--- src/rtl/rv_iommu_pdt_walker_pkg.sv ---
// rv_iommu package: types and constants shared by the PDT walker.
//   pc_t          - Process Context as stored in the PDTC (ta, fsc)
//   pdtp_mode_e   - pdtp.MODE encodings
//   pdtw_state_e  - walker FSM states
//   CAUSE_PDT_*   - fault causes reported to the fault queue
package rv_iommu;

  typedef struct packed {
    logic [63:0] ta;
    logic [63:0] fsc;
  } pc_t;

  typedef enum logic [3:0] {
    PDTP_BARE = 4'd0,
    PDTP_PD8  = 4'd1,
    PDTP_PD17 = 4'd2,
    PDTP_PD20 = 4'd3
  } pdtp_mode_e;

  typedef enum logic [3:0] {
    PDTW_IDLE,
    PDTW_NL_REQ,
    PDTW_NL_WAIT,
    PDTW_TA_REQ,
    PDTW_TA_WAIT,
    PDTW_FSC_REQ,
    PDTW_FSC_WAIT,
    PDTW_UPDATE,
    PDTW_FAULT
  } pdtw_state_e;

  localparam logic [11:0] CAUSE_PDT_LD_FAULT = 12'd265;
  localparam logic [11:0] CAUSE_PDT_INVALID  = 12'd266;
  localparam logic [11:0] CAUSE_PDT_MISCONF  = 12'd267;

endpackage

--- src/rtl/rv_iommu_pdtw_addr.sv ---
// PDT walker address generator (combinational).
// Selects the process_id index for the current level and forms the
// 8-byte aligned read address.
//   i_level : non-leaf level (2 -> pid[19:17], 1 -> pid[16:8])
//   i_pid   : process_id of the walk
//   i_ppn   : page number of the table being read
//   i_leaf  : reading the leaf Process Context (index pid[7:0], 16 B entries)
//   i_fsc   : second (fsc) word of the leaf entry
//   o_addr  : read address
module rv_iommu_pdtw_addr #(
  parameter int ADDR_W = 56,
  parameter int PPN_W  = 44
) (
  input  logic [1:0]        i_level,
  input  logic [19:0]       i_pid,
  input  logic [PPN_W-1:0]  i_ppn,
  input  logic              i_leaf,
  input  logic              i_fsc,
  output logic [ADDR_W-1:0] o_addr
);

  logic [8:0]        w_idx;
  logic [11:0]       w_off;
  logic [ADDR_W-1:0] w_base;

  always_comb begin
    w_idx  = (i_level == 2'd2) ? {6'd0, i_pid[19:17]} : i_pid[16:8];
    // Leaf entries are two words wide: idx*16, plus 8 for the fsc word.
    w_off  = i_leaf ? {i_pid[7:0], i_fsc, 3'b000} : {w_idx, 3'b000};
    w_base = ADDR_W'({i_ppn, 12'h000});
    o_addr = w_base + ADDR_W'(w_off);
  end

endmodule

--- src/rtl/rv_iommu_pdt_walker.sv ---
// Process Directory Table walker.
// On a PDTC miss it walks the 1..3 level PDT rooted at pdtp_ppn_i, one
// 64-bit read at a time, and either fills the PDTC (update_o + up_*) or
// reports a fault cause. A flush that hits the walk's device_id marks the
// walk stale: it still drains its read but finishes without update_o.
// Optional: define RV_IOMMU_PDTW_RSV_CHECK_EN to fault (cause 267) on
// nonzero reserved bits in non-leaf entries and in the ta word.
// Ports:
//   clk_i, rst_i (sync, active-high)
//   req_i, req_did_i, req_pid_i, pdtp_mode_i, pdtp_ppn_i : walk request
//   busy_o                                               : walk in progress
//   mem_req_o/mem_addr_o/mem_gnt_i                       : read request
//   mem_rvalid_i/mem_rdata_i/mem_err_i                   : read response
//   flush_i/flush_dv_i/flush_did_i                       : invalidation
//   update_o/up_did_o/up_pid_o/up_content_o              : PDTC fill
//   done_o/fault_o/cause_o                               : completion
module rv_iommu_pdt_walker
  import rv_iommu::*;
#(
  parameter int ADDR_W = 56,
  parameter int PPN_W  = 44
) (
  input  logic              clk_i,
  input  logic              rst_i,
  input  logic              req_i,
  input  logic [23:0]       req_did_i,
  input  logic [19:0]       req_pid_i,
  input  logic [3:0]        pdtp_mode_i,
  input  logic [PPN_W-1:0]  pdtp_ppn_i,
  output logic              busy_o,
  output logic              mem_req_o,
  output logic [ADDR_W-1:0] mem_addr_o,
  input  logic              mem_gnt_i,
  input  logic              mem_rvalid_i,
  input  logic [63:0]       mem_rdata_i,
  input  logic              mem_err_i,
  input  logic              flush_i,
  input  logic              flush_dv_i,
  input  logic [23:0]       flush_did_i,
  output logic              update_o,
  output logic [23:0]       up_did_o,
  output logic [19:0]       up_pid_o,
  output pc_t               up_content_o,
  output logic              done_o,
  output logic              fault_o,
  output logic [11:0]       cause_o
);

  pdtw_state_e       r_state, w_state_n;
  logic [1:0]        r_level;
  logic [23:0]       r_did;
  logic [19:0]       r_pid;
  logic [PPN_W-1:0]  r_ppn;
  logic [63:0]       r_ta, r_fsc;
  logic [11:0]       r_cause, w_cause_n;
  logic              r_stale;
  logic              w_flush_hit, w_nl_rsv, w_ta_rsv, w_leaf;
  logic [ADDR_W-1:0] w_addr;

`ifdef RV_IOMMU_PDTW_RSV_CHECK_EN
  assign w_nl_rsv = (|mem_rdata_i[9:1]) | (|mem_rdata_i[63:54]);
  assign w_ta_rsv = (|mem_rdata_i[11:1]) | (|mem_rdata_i[63:32]);
`else
  assign w_nl_rsv = 1'b0;
  assign w_ta_rsv = 1'b0;
`endif

  assign w_flush_hit = flush_i & (~flush_dv_i | (flush_did_i == r_did));
  assign w_leaf      = (r_state == PDTW_TA_REQ) | (r_state == PDTW_FSC_REQ);

  rv_iommu_pdtw_addr #(.ADDR_W(ADDR_W), .PPN_W(PPN_W)) u_addr (
    .i_level (r_level),
    .i_pid   (r_pid),
    .i_ppn   (r_ppn),
    .i_leaf  (w_leaf),
    .i_fsc   (r_state == PDTW_FSC_REQ),
    .o_addr  (w_addr)
  );

  always_ff @(posedge clk_i) begin
    if (rst_i) r_state <= PDTW_IDLE;
    else       r_state <= w_state_n;
  end

  always_comb begin
    w_state_n = r_state;
    w_cause_n = r_cause;
    case (r_state)
      PDTW_IDLE: if (req_i) begin
        case (pdtp_mode_i)
          PDTP_PD8:
            if (|req_pid_i[19:8]) begin
              w_state_n = PDTW_FAULT;
              w_cause_n = CAUSE_PDT_INVALID;
            end else w_state_n = PDTW_TA_REQ;
          PDTP_PD17:
            if (|req_pid_i[19:17]) begin
              w_state_n = PDTW_FAULT;
              w_cause_n = CAUSE_PDT_INVALID;
            end else w_state_n = PDTW_NL_REQ;
          PDTP_PD20: w_state_n = PDTW_NL_REQ;
          default: begin
            w_state_n = PDTW_FAULT;
            w_cause_n = CAUSE_PDT_MISCONF;
          end
        endcase
      end
      PDTW_NL_REQ:  if (mem_gnt_i) w_state_n = PDTW_NL_WAIT;
      PDTW_NL_WAIT: if (mem_rvalid_i) begin
        if (mem_err_i) begin
          w_state_n = PDTW_FAULT;
          w_cause_n = CAUSE_PDT_LD_FAULT;
        end else if (!mem_rdata_i[0]) begin
          w_state_n = PDTW_FAULT;
          w_cause_n = CAUSE_PDT_INVALID;
        end else if (w_nl_rsv) begin
          w_state_n = PDTW_FAULT;
          w_cause_n = CAUSE_PDT_MISCONF;
        end else begin
          // r_level is the level just read; level 1 leads to the leaf.
          w_state_n = (r_level == 2'd1) ? PDTW_TA_REQ : PDTW_NL_REQ;
        end
      end
      PDTW_TA_REQ:  if (mem_gnt_i) w_state_n = PDTW_TA_WAIT;
      PDTW_TA_WAIT: if (mem_rvalid_i) begin
        if (mem_err_i) begin
          w_state_n = PDTW_FAULT;
          w_cause_n = CAUSE_PDT_LD_FAULT;
        end else if (!mem_rdata_i[0]) begin
          w_state_n = PDTW_FAULT;
          w_cause_n = CAUSE_PDT_INVALID;
        end else if (w_ta_rsv) begin
          w_state_n = PDTW_FAULT;
          w_cause_n = CAUSE_PDT_MISCONF;
        end else w_state_n = PDTW_FSC_REQ;
      end
      PDTW_FSC_REQ:  if (mem_gnt_i) w_state_n = PDTW_FSC_WAIT;
      PDTW_FSC_WAIT: if (mem_rvalid_i) begin
        if (mem_err_i) begin
          w_state_n = PDTW_FAULT;
          w_cause_n = CAUSE_PDT_LD_FAULT;
        end else w_state_n = PDTW_UPDATE;
      end
      PDTW_UPDATE: w_state_n = PDTW_IDLE;
      PDTW_FAULT:  w_state_n = PDTW_IDLE;
      default:     w_state_n = PDTW_IDLE;
    endcase
  end

  always_ff @(posedge clk_i) begin
    if (rst_i) begin
      r_level <= '0;
      r_did   <= '0;
      r_pid   <= '0;
      r_ppn   <= '0;
      r_ta    <= '0;
      r_fsc   <= '0;
      r_cause <= '0;
      r_stale <= 1'b0;
    end else begin
      r_cause <= w_cause_n;
      case (r_state)
        PDTW_IDLE: if (req_i) begin
          r_did   <= req_did_i;
          r_pid   <= req_pid_i;
          r_ppn   <= pdtp_ppn_i;
          r_level <= (pdtp_mode_i == PDTP_PD20) ? 2'd2 :
                     (pdtp_mode_i == PDTP_PD17) ? 2'd1 : 2'd0;
          // A flush coinciding with acceptance already invalidates this walk.
          r_stale <= flush_i & (~flush_dv_i | (flush_did_i == req_did_i));
        end
        PDTW_NL_WAIT:
          if ((w_state_n == PDTW_NL_REQ) || (w_state_n == PDTW_TA_REQ)) begin
            r_ppn   <= mem_rdata_i[10 +: PPN_W];
            r_level <= r_level - 2'd1;
          end
        PDTW_TA_WAIT:  if (w_state_n == PDTW_FSC_REQ) r_ta  <= mem_rdata_i;
        PDTW_FSC_WAIT: if (w_state_n == PDTW_UPDATE)  r_fsc <= mem_rdata_i;
        default: ;
      endcase
      if ((r_state != PDTW_IDLE) && w_flush_hit) r_stale <= 1'b1;
    end
  end

  assign busy_o       = (r_state != PDTW_IDLE);
  assign mem_req_o    = (r_state == PDTW_NL_REQ) | w_leaf;
  assign mem_addr_o   = mem_req_o ? w_addr : '0;
  // A flush in the UPDATE cycle itself must still suppress the fill.
  assign update_o     = (r_state == PDTW_UPDATE) & ~r_stale & ~w_flush_hit;
  assign done_o       = (r_state == PDTW_UPDATE) | (r_state == PDTW_FAULT);
  assign fault_o      = (r_state == PDTW_FAULT);
  assign cause_o      = fault_o ? r_cause : 12'd0;
  assign up_did_o     = r_did;
  assign up_pid_o     = r_pid;
  assign up_content_o = '{ta: r_ta, fsc: r_fsc};

endmodule

--- config.mk ---
export PLATFORM = sky130hd
export DESIGN_NAME = rv_iommu_pdt_walker
export DESIGN_NICKNAME = d
export VERILOG_FILES = /design/src/rtl/rv_iommu_pdt_walker_pkg.sv /design/src/rtl/rv_iommu_pdtw_addr.sv /design/src/rtl/rv_iommu_pdt_walker.sv
export SDC_FILE = /design/constraint.sdc
export NUM_CORES = 1
export LEC_CHECK = 0
export ABC_AREA = 0
export BUFFER_PORTS_ARGS = -buffer_cell sky130_fd_sc_hd__buf_2
export CORE_AREA = 2 2 169 171
export CTS_BUF_LIST = sky130_fd_sc_hd__clkbuf_16
export DETAILED_ROUTE_END_ITERATION = 16
export DIE_AREA = 0 0 171 173
export PLACE_DENSITY = 0.73
export SLEW_MARGIN = 10
export SYNTH_ARGS = -nofsm -noshare
export SYNTH_HDL_FRONTEND = slang
export SYNTH_SLANG_ARGS = --single-unit
--- constraint.sdc ---
create_clock -name clk_i -period 4.85 [get_ports clk_i]
set_input_delay 0.485 -clock clk_i [delete_from_list [all_inputs] [get_ports clk_i]]
set_output_delay 0.485 -clock clk_i [all_outputs]
set_load 0.03 [all_outputs]
# Yosys cells after proc, flatten, opt, wreduce, memory -nomap -nowiden
# Index checks and enable logic that the tools add are counted.
# word_totals
regBits	235
word_cells	110
# op_classes
n_addsub	2
n_eq_ne	28
mux	42
n_bitwise	12
reduce_logical	17
# ops
operator	count
$mux W12	10
$mux W44	2
$pmux W44 S2	1
$pmux W12 S3	2
$add A56 B12 Y56	1
$mux W4	14
$mux W56	1
$eq A24 B24 Y1	2
$pmux W4 S7	1
$eq A4 B3 Y1 const B	6
$eq A4 B2 Y1 const B	5
$eq A4 B1 Y1 const B	3
$pmux W4 S3	1
$reduce_or A12 Y1	1
$ne A2 B2 Y1 const B	5
$mux W9	1
$reduce_and A9 Y1	1
$mux W2	4
$reduce_and A2 Y1	4
$ne A3 B3 Y1 const B	2
$reduce_bool A2 Y1	3
$or A1 B1 Y1	5
$and A1 B1 Y1	4
$eq A4 B4 Y1 const B	1
other kinds (16)	21

# Depth between registers and ports, before layout
# logic_depth
word_depth	10
mapped_depth	8

# By module
# Synthesis repeated with hierarchy kept, for this count alone.
# unflattened
cells_unflattened	1318
area_unflattened_um2	10154.7
# modules_own_cells
module	instances	cells_per_inst	area_each_um2	seq_area_each_um2
rv_iommu_pdt_walker	1	1237	9567.9	4524.3
rv_iommu_pdtw_addr	1	81	586.8	0.0

# Least setup slack after synthesis
# OpenSTA, ideal clock, no wires.
# synth_timing
path_kind	reg-to-output
startpoint	register r_state[1]
endpoint	output port cause_o[8]
arrival_time_ns	2.509
required_time_ns	4.365
slack_ns	1.856
stages_incl_launch_ff	5
n_path_buf	2
cell_sequence	dfxtp_1 -> clkbuf_1 -> nor4b_1 -> and2_1 -> buf_4
# synth_between
elab_chain_cells	2
# synth_lines
element	line_no	rtl
start, declared	rv_iommu_pdt_walker.sv:49	pdtw_state_e r_state, w_state_n;
start signal, assigned	rv_iommu_pdt_walker.sv:82	else r_state <= w_state_n;
$eq A4 B4 Y1	rv_iommu_pdt_walker.sv:191	assign fault_o = (r_state == PDTW_FAULT);
net fault_o	rv_iommu_pdt_walker.sv:45	output logic fault_o,
$mux W12	rv_iommu_pdt_walker.sv:192	assign cause_o = fault_o ? r_cause : 12'd0;
end, declared	rv_iommu_pdt_walker.sv:46	output logic [11:0] cause_o
# The timed path passes the listed nets, and every way through them passes these cells.

# Worst setup path after layout
# layout_timing
startpoint	register r_state[0]
endpoint	output port mem_addr_o[54]
# layout_between
elab_chain_cells	5
elab_cells_between_ends	8
# layout_lines
element	line_no	rtl
$eq A4 B2 Y1 or $eq A4 B3 Y1 (tied branches)	rv_iommu_pdt_walker.sv:69, rv_iommu_pdt_walker.sv:76	
$or A1 B1 Y1	rv_iommu_pdt_walker.sv:69	assign w_leaf = (r_state == PDTW_TA_REQ) | (r_state == PDTW_FSC_REQ);
$mux W12	rv_iommu_pdtw_addr.sv:29	w_off = i_leaf ? {i_pid[7:0], i_fsc, 3'b000} : {w_idx, 3'b000};
$add A56 B12 Y56	rv_iommu_pdtw_addr.sv:31	o_addr = w_base + ADDR_W'(w_off);
$mux W56 *	rv_iommu_pdt_walker.sv:187	assign mem_addr_o = mem_req_o ? w_addr : '0;
end, declared	rv_iommu_pdt_walker.sv:32	output logic [ADDR_W-1:0] mem_addr_o,
# Mark *: on every way between the ends. The rest lies on a longest branch, timed or not.

==> flow_metrics.env <==
export IMPL_synth_seq_cells=226
export IMPL_crit_type="reg2out"
export IMPL_ys_seq_area_share_pct=46.3
export IMPL_vias=9295
export IMPL_layout_cells_non_filler=1900
export IMPL_cts_resized=0
export IMPL_rsz0062_at_grt="no"
export IMPL_final_setup_skew_ns=0.00869
export IMPL_fp_dieW_um=171
export IMPL_synth_cell_types=50
export IMPL_grt_usage_pct=20.9
export IMPL_htreeDepth=1
export IMPL_post_cts_repair_setup_buffers=0
export IMPL_power_density_mw_per_mm2=330
export IMPL_fin_crit_ns=3.23
export IMPL_cp_num_buf_inv=1
export IMPL_grt_max_degree=179
export IMPL_syn_area_mm2=0.00978
export IMPL_slew_limit_headroom_pct=35.4
export IMPL_worst_skew_pair_late_latency_ns=0.52
export IMPL_drv_cap=0
export IMPL_fill_cells=2763
export IMPL_drtIter0Drc=446
export IMPL_hpwl_mm=23.5
export IMPL_p_clk_share_pct=41.6
export IMPL_power_switching_mw=1.11
export IMPL_grt_pass1_vias=8940
export IMPL_cts_tree="yes"
export IMPL_cts_root_buf="clkbuf_16"
export IMPL_start_util_pct=35.4
export IMPL_cpLargestDelayFamily="simple AND/OR/NAND/NOR gates"
export IMPL_crit_path_end_kind="primary output"
export IMPL_coreArea_mm2=0.0276
export IMPL_final_util_pct=46.0
export IMPL_core_rowCount=61
export IMPL_ant_nets=0
export IMPL_cp_arrival_ns=2.74
export IMPL_swShare_pct=26.5
export IMPL_gp_routability_congestion=0.905
export IMPL_setup_viol=0
export IMPL_dr_pass1_iters=5
export IMPL_cts_sinks=226
export IMPL_hold_class="in2reg"
export IMPL_syn_to_final_growth_pct=29.9
export IMPL_viasPerCell=4.89
export IMPL_crit_chain="nand2b_1 -> nor2_4 -> and2_1 -> buf_2"
export IMPL_worst_pin_slew_ns=0.969
export IMPL_detailedPlace_worstSlack_ns=2.01
export IMPL_combPwrFrac_pct=11.4
export IMPL_ctsHoldBuffers=0
export IMPL_die_h_um=173
export IMPL_cts_buffers=25
export IMPL_drc_errors=0
export IMPL_fin_crit_sh_pct=66.5
export IMPL_avgSynthCellArea_um2=8.67
export IMPL_drive_gt1_share_pct=30.7
export IMPL_dieArea_mm2=0.0296
export IMPL_fmax_ghz=0.310
export IMPL_required_ns=4.37
export IMPL_fin_tns_setup_ns=0
export IMPL_grt_pass1_wl_mm=49.7
export IMPL_critPathSlowestCell="nor2_4"
export IMPL_status="finished, final reports clean"
export IMPL_synth_warnings=0
export IMPL_dp_cells=1854
export IMPL_clk_pin_slew_ns=0.06
export IMPL_cp_max_fo=45
export IMPL_wl_per_cell_um=17.0
export IMPL_antenna_found_initial=2
export IMPL_routed_wl_mm=32.4
export IMPL_peakVddDrop_v=0.000229
export IMPL_io_buffer_count=421
export IMPL_power_internal_mw=3.08
export IMPL_report_final_slew_viol_count=0
export IMPL_leakage_nw=6.10
export IMPL_fin_nets=1693
export IMPL_num_io_pins=433
export IMPL_slowest_delay_ns=0.82
export IMPL_grt_overflow=0
export IMPL_syn_inst=1128
export IMPL_cts_buffer_depth=3
export IMPL_hold_violations=0
export IMPL_setup_slack_ns=1.62
export IMPL_seq_power_share_pct=47.0
export IMPL_crit_path_start_kind="flip-flop"
placed cells by master (no fill, tap or decap), types with 2 or more instances in the layout:
cell | synthesis | layout
nor2b_1 | 2 | 2
buf_4 | 23 | 7
nor3_1 | 8 | 8
xnor2_1 | 35 | 35
dfxtp_1 | 226 | 226
clkbuf_16 | 0 | 25
nand4_1 | 10 | 10
a22o_1 | 6 | 6
mux2i_1 | 110 | 110
nand2b_1 | 3 | 3
o21a_1 | 2 | 2
nor4_1 | 9 | 9
o21bai_1 | 3 | 3
inv_1 | 11 | 19
a21oi_1 | 115 | 115
nand2_1 | 228 | 228
o21ai_1 | 2 | 2
a31oi_1 | 2 | 2
and2_1 | 49 | 49
buf_2 | 18 | 420
conb_1 | 1 | 11
diode_2 | 0 | 2
a211oi_1 | 48 | 48
ha_1 | 2 | 2
clkinv_1 | 0 | 6
xor2_1 | 15 | 15
o21ai_0 | 7 | 7
nor2_1 | 121 | 120
worst reg2reg max path: stages (launching register included):
cell and delay, ns:
dfxtp_1 0.60, nor2_1 0.22, and4b_2 0.52, o311ai_4 0.38
buf_4 0.59, mux2i_1 0.35, nor2_1 0.05
Yosys cell counts (all sizes together):
cell | n | area, µm²
o21ai | 9 | 45.0
o31ai | 1 | 7.51
or4 | 1 | 7.51
xnor2 | 35 | 307
o221ai | 1 | 8.76
o211ai | 1 | 7.51
o21a | 2 | 15.0
and2 | 50 | 315
a211oi | 48 | 360
nand2b | 3 | 18.8
o311ai | 1 | 8.76
nor3 | 9 | 50.1
nor4b | 1 | 8.76
buf | 48 | 394
o21bai | 3 | 22.5
a22o | 6 | 52.6
nand3 | 1 | 5.00
nand4b | 1 | 8.76
nor4 | 11 | 90.1
nor2b | 2 | 12.5
nand4 | 10 | 62.6
mux2i | 110 | 1100
xor2 | 15 | 131
and4b | 1 | 10.0
inv | 11 | 41.3
a41o | 1 | 10.0
a21oi | 115 | 576
nand3b | 1 | 7.51
and4 | 1 | 8.76
a31oi | 2 | 12.5
nor2 | 121 | 454
conb | 1 | 3.75
ha | 2 | 25.0
dfxtp | 226 | 4520
a22oi | 1 | 7.51
o2111ai | 1 | 8.76
o41a | 1 | 11.3
a21o | 1 | 7.51
nand2 | 228 | 856
clkbuf | 43 | 161
a221oi | 1 | 8.76
or3 | 1 | 6.26
power by group through the flow:
stage	registers, mW	logic [mW]	clock network (mW)
global placement	2.01	0.470	0
global route	1.98	0.521	1.87
floorplan	2.04	0.250	0
detailed placement	2.01	0.479	0
finish	1.97	0.479	1.74
CTS	1.97	0.480	1.79
flip-flops by register name, summed over array words and instances, names as in the netlist:
| name | cells |
|---|---|
| r_fsc | 64 |
| r_level | 2 |
| r_cause | 3 |
| up_pid_o | 20 |
| r_stale | 1 |
| r_state | 4 |
| r_ppn | 44 |
| up_did_o | 24 |
| r_ta | 64 |
per-layer routing:
metal / vias up / track usage [%] / part of all wire [%]
met2: 358 / 34.4 / 48
met5: - / 0 / 0
li1: 4527 / - / -
met4: 0 / 6.81 / 2.6
met1: 4350 / 27.7 / 43
met3: 60 / 3.85 / 6.4
cell families (layout without fill, tap and decap cells):
kind of cell               after synthesis  in the layout  synth area share (%)
xor gates and xnor gates                50             50                  4.48
and+or+nand+nor                        442            442                  19.6
adders and majority gates                2              2                 0.256
DFF                                    226            226                  46.3
AOI/OAI and AO/OA                      195            195                  12.0
other                                    1             13                0.0383
muxes                                  110            110                  11.3
buffers and inverters                  102            484                  6.10
worst paths after layout:
path / from / endpoint / slack (ns) / cells after the start
setup reg to reg: r_state[0] / r_ta[27] / 2.00 / 6
setup / recovery: r_state[0] / mem_addr_o[54] / 1.62 / 4
hold / removal: req_pid_i[3] / up_pid_o[3] / 0.20 / 3
hold reg to reg: r_ta[0] / r_ta[0] / 0.45 / 2
cell type report:
cell class,instances,area (µm²),area share (%)
clock inverters,19,113,0.886
inverters,11,41.3,0.325
repair buffers,429,2190,17.2
clock buffers,25,626,4.92
well taps,378,473,3.72
diodes,2,5.00,0.0394
multi-input cells,810,4740,37.3
flip-flops and latches,226,4520,35.6
metrics by stage:
stage	power [mW]	hold WS [ns]	instance area (µm²)
global placement	2.48	0.431	12000
detailed placement	2.49	0.440	12000
global route	4.37	0.190	12700
floorplan	2.29	0.421	9820
finish	4.19	0.203	12700
CTS	4.24	0.177	12700
Note: power is estimated with default switching activity, not from simulation.
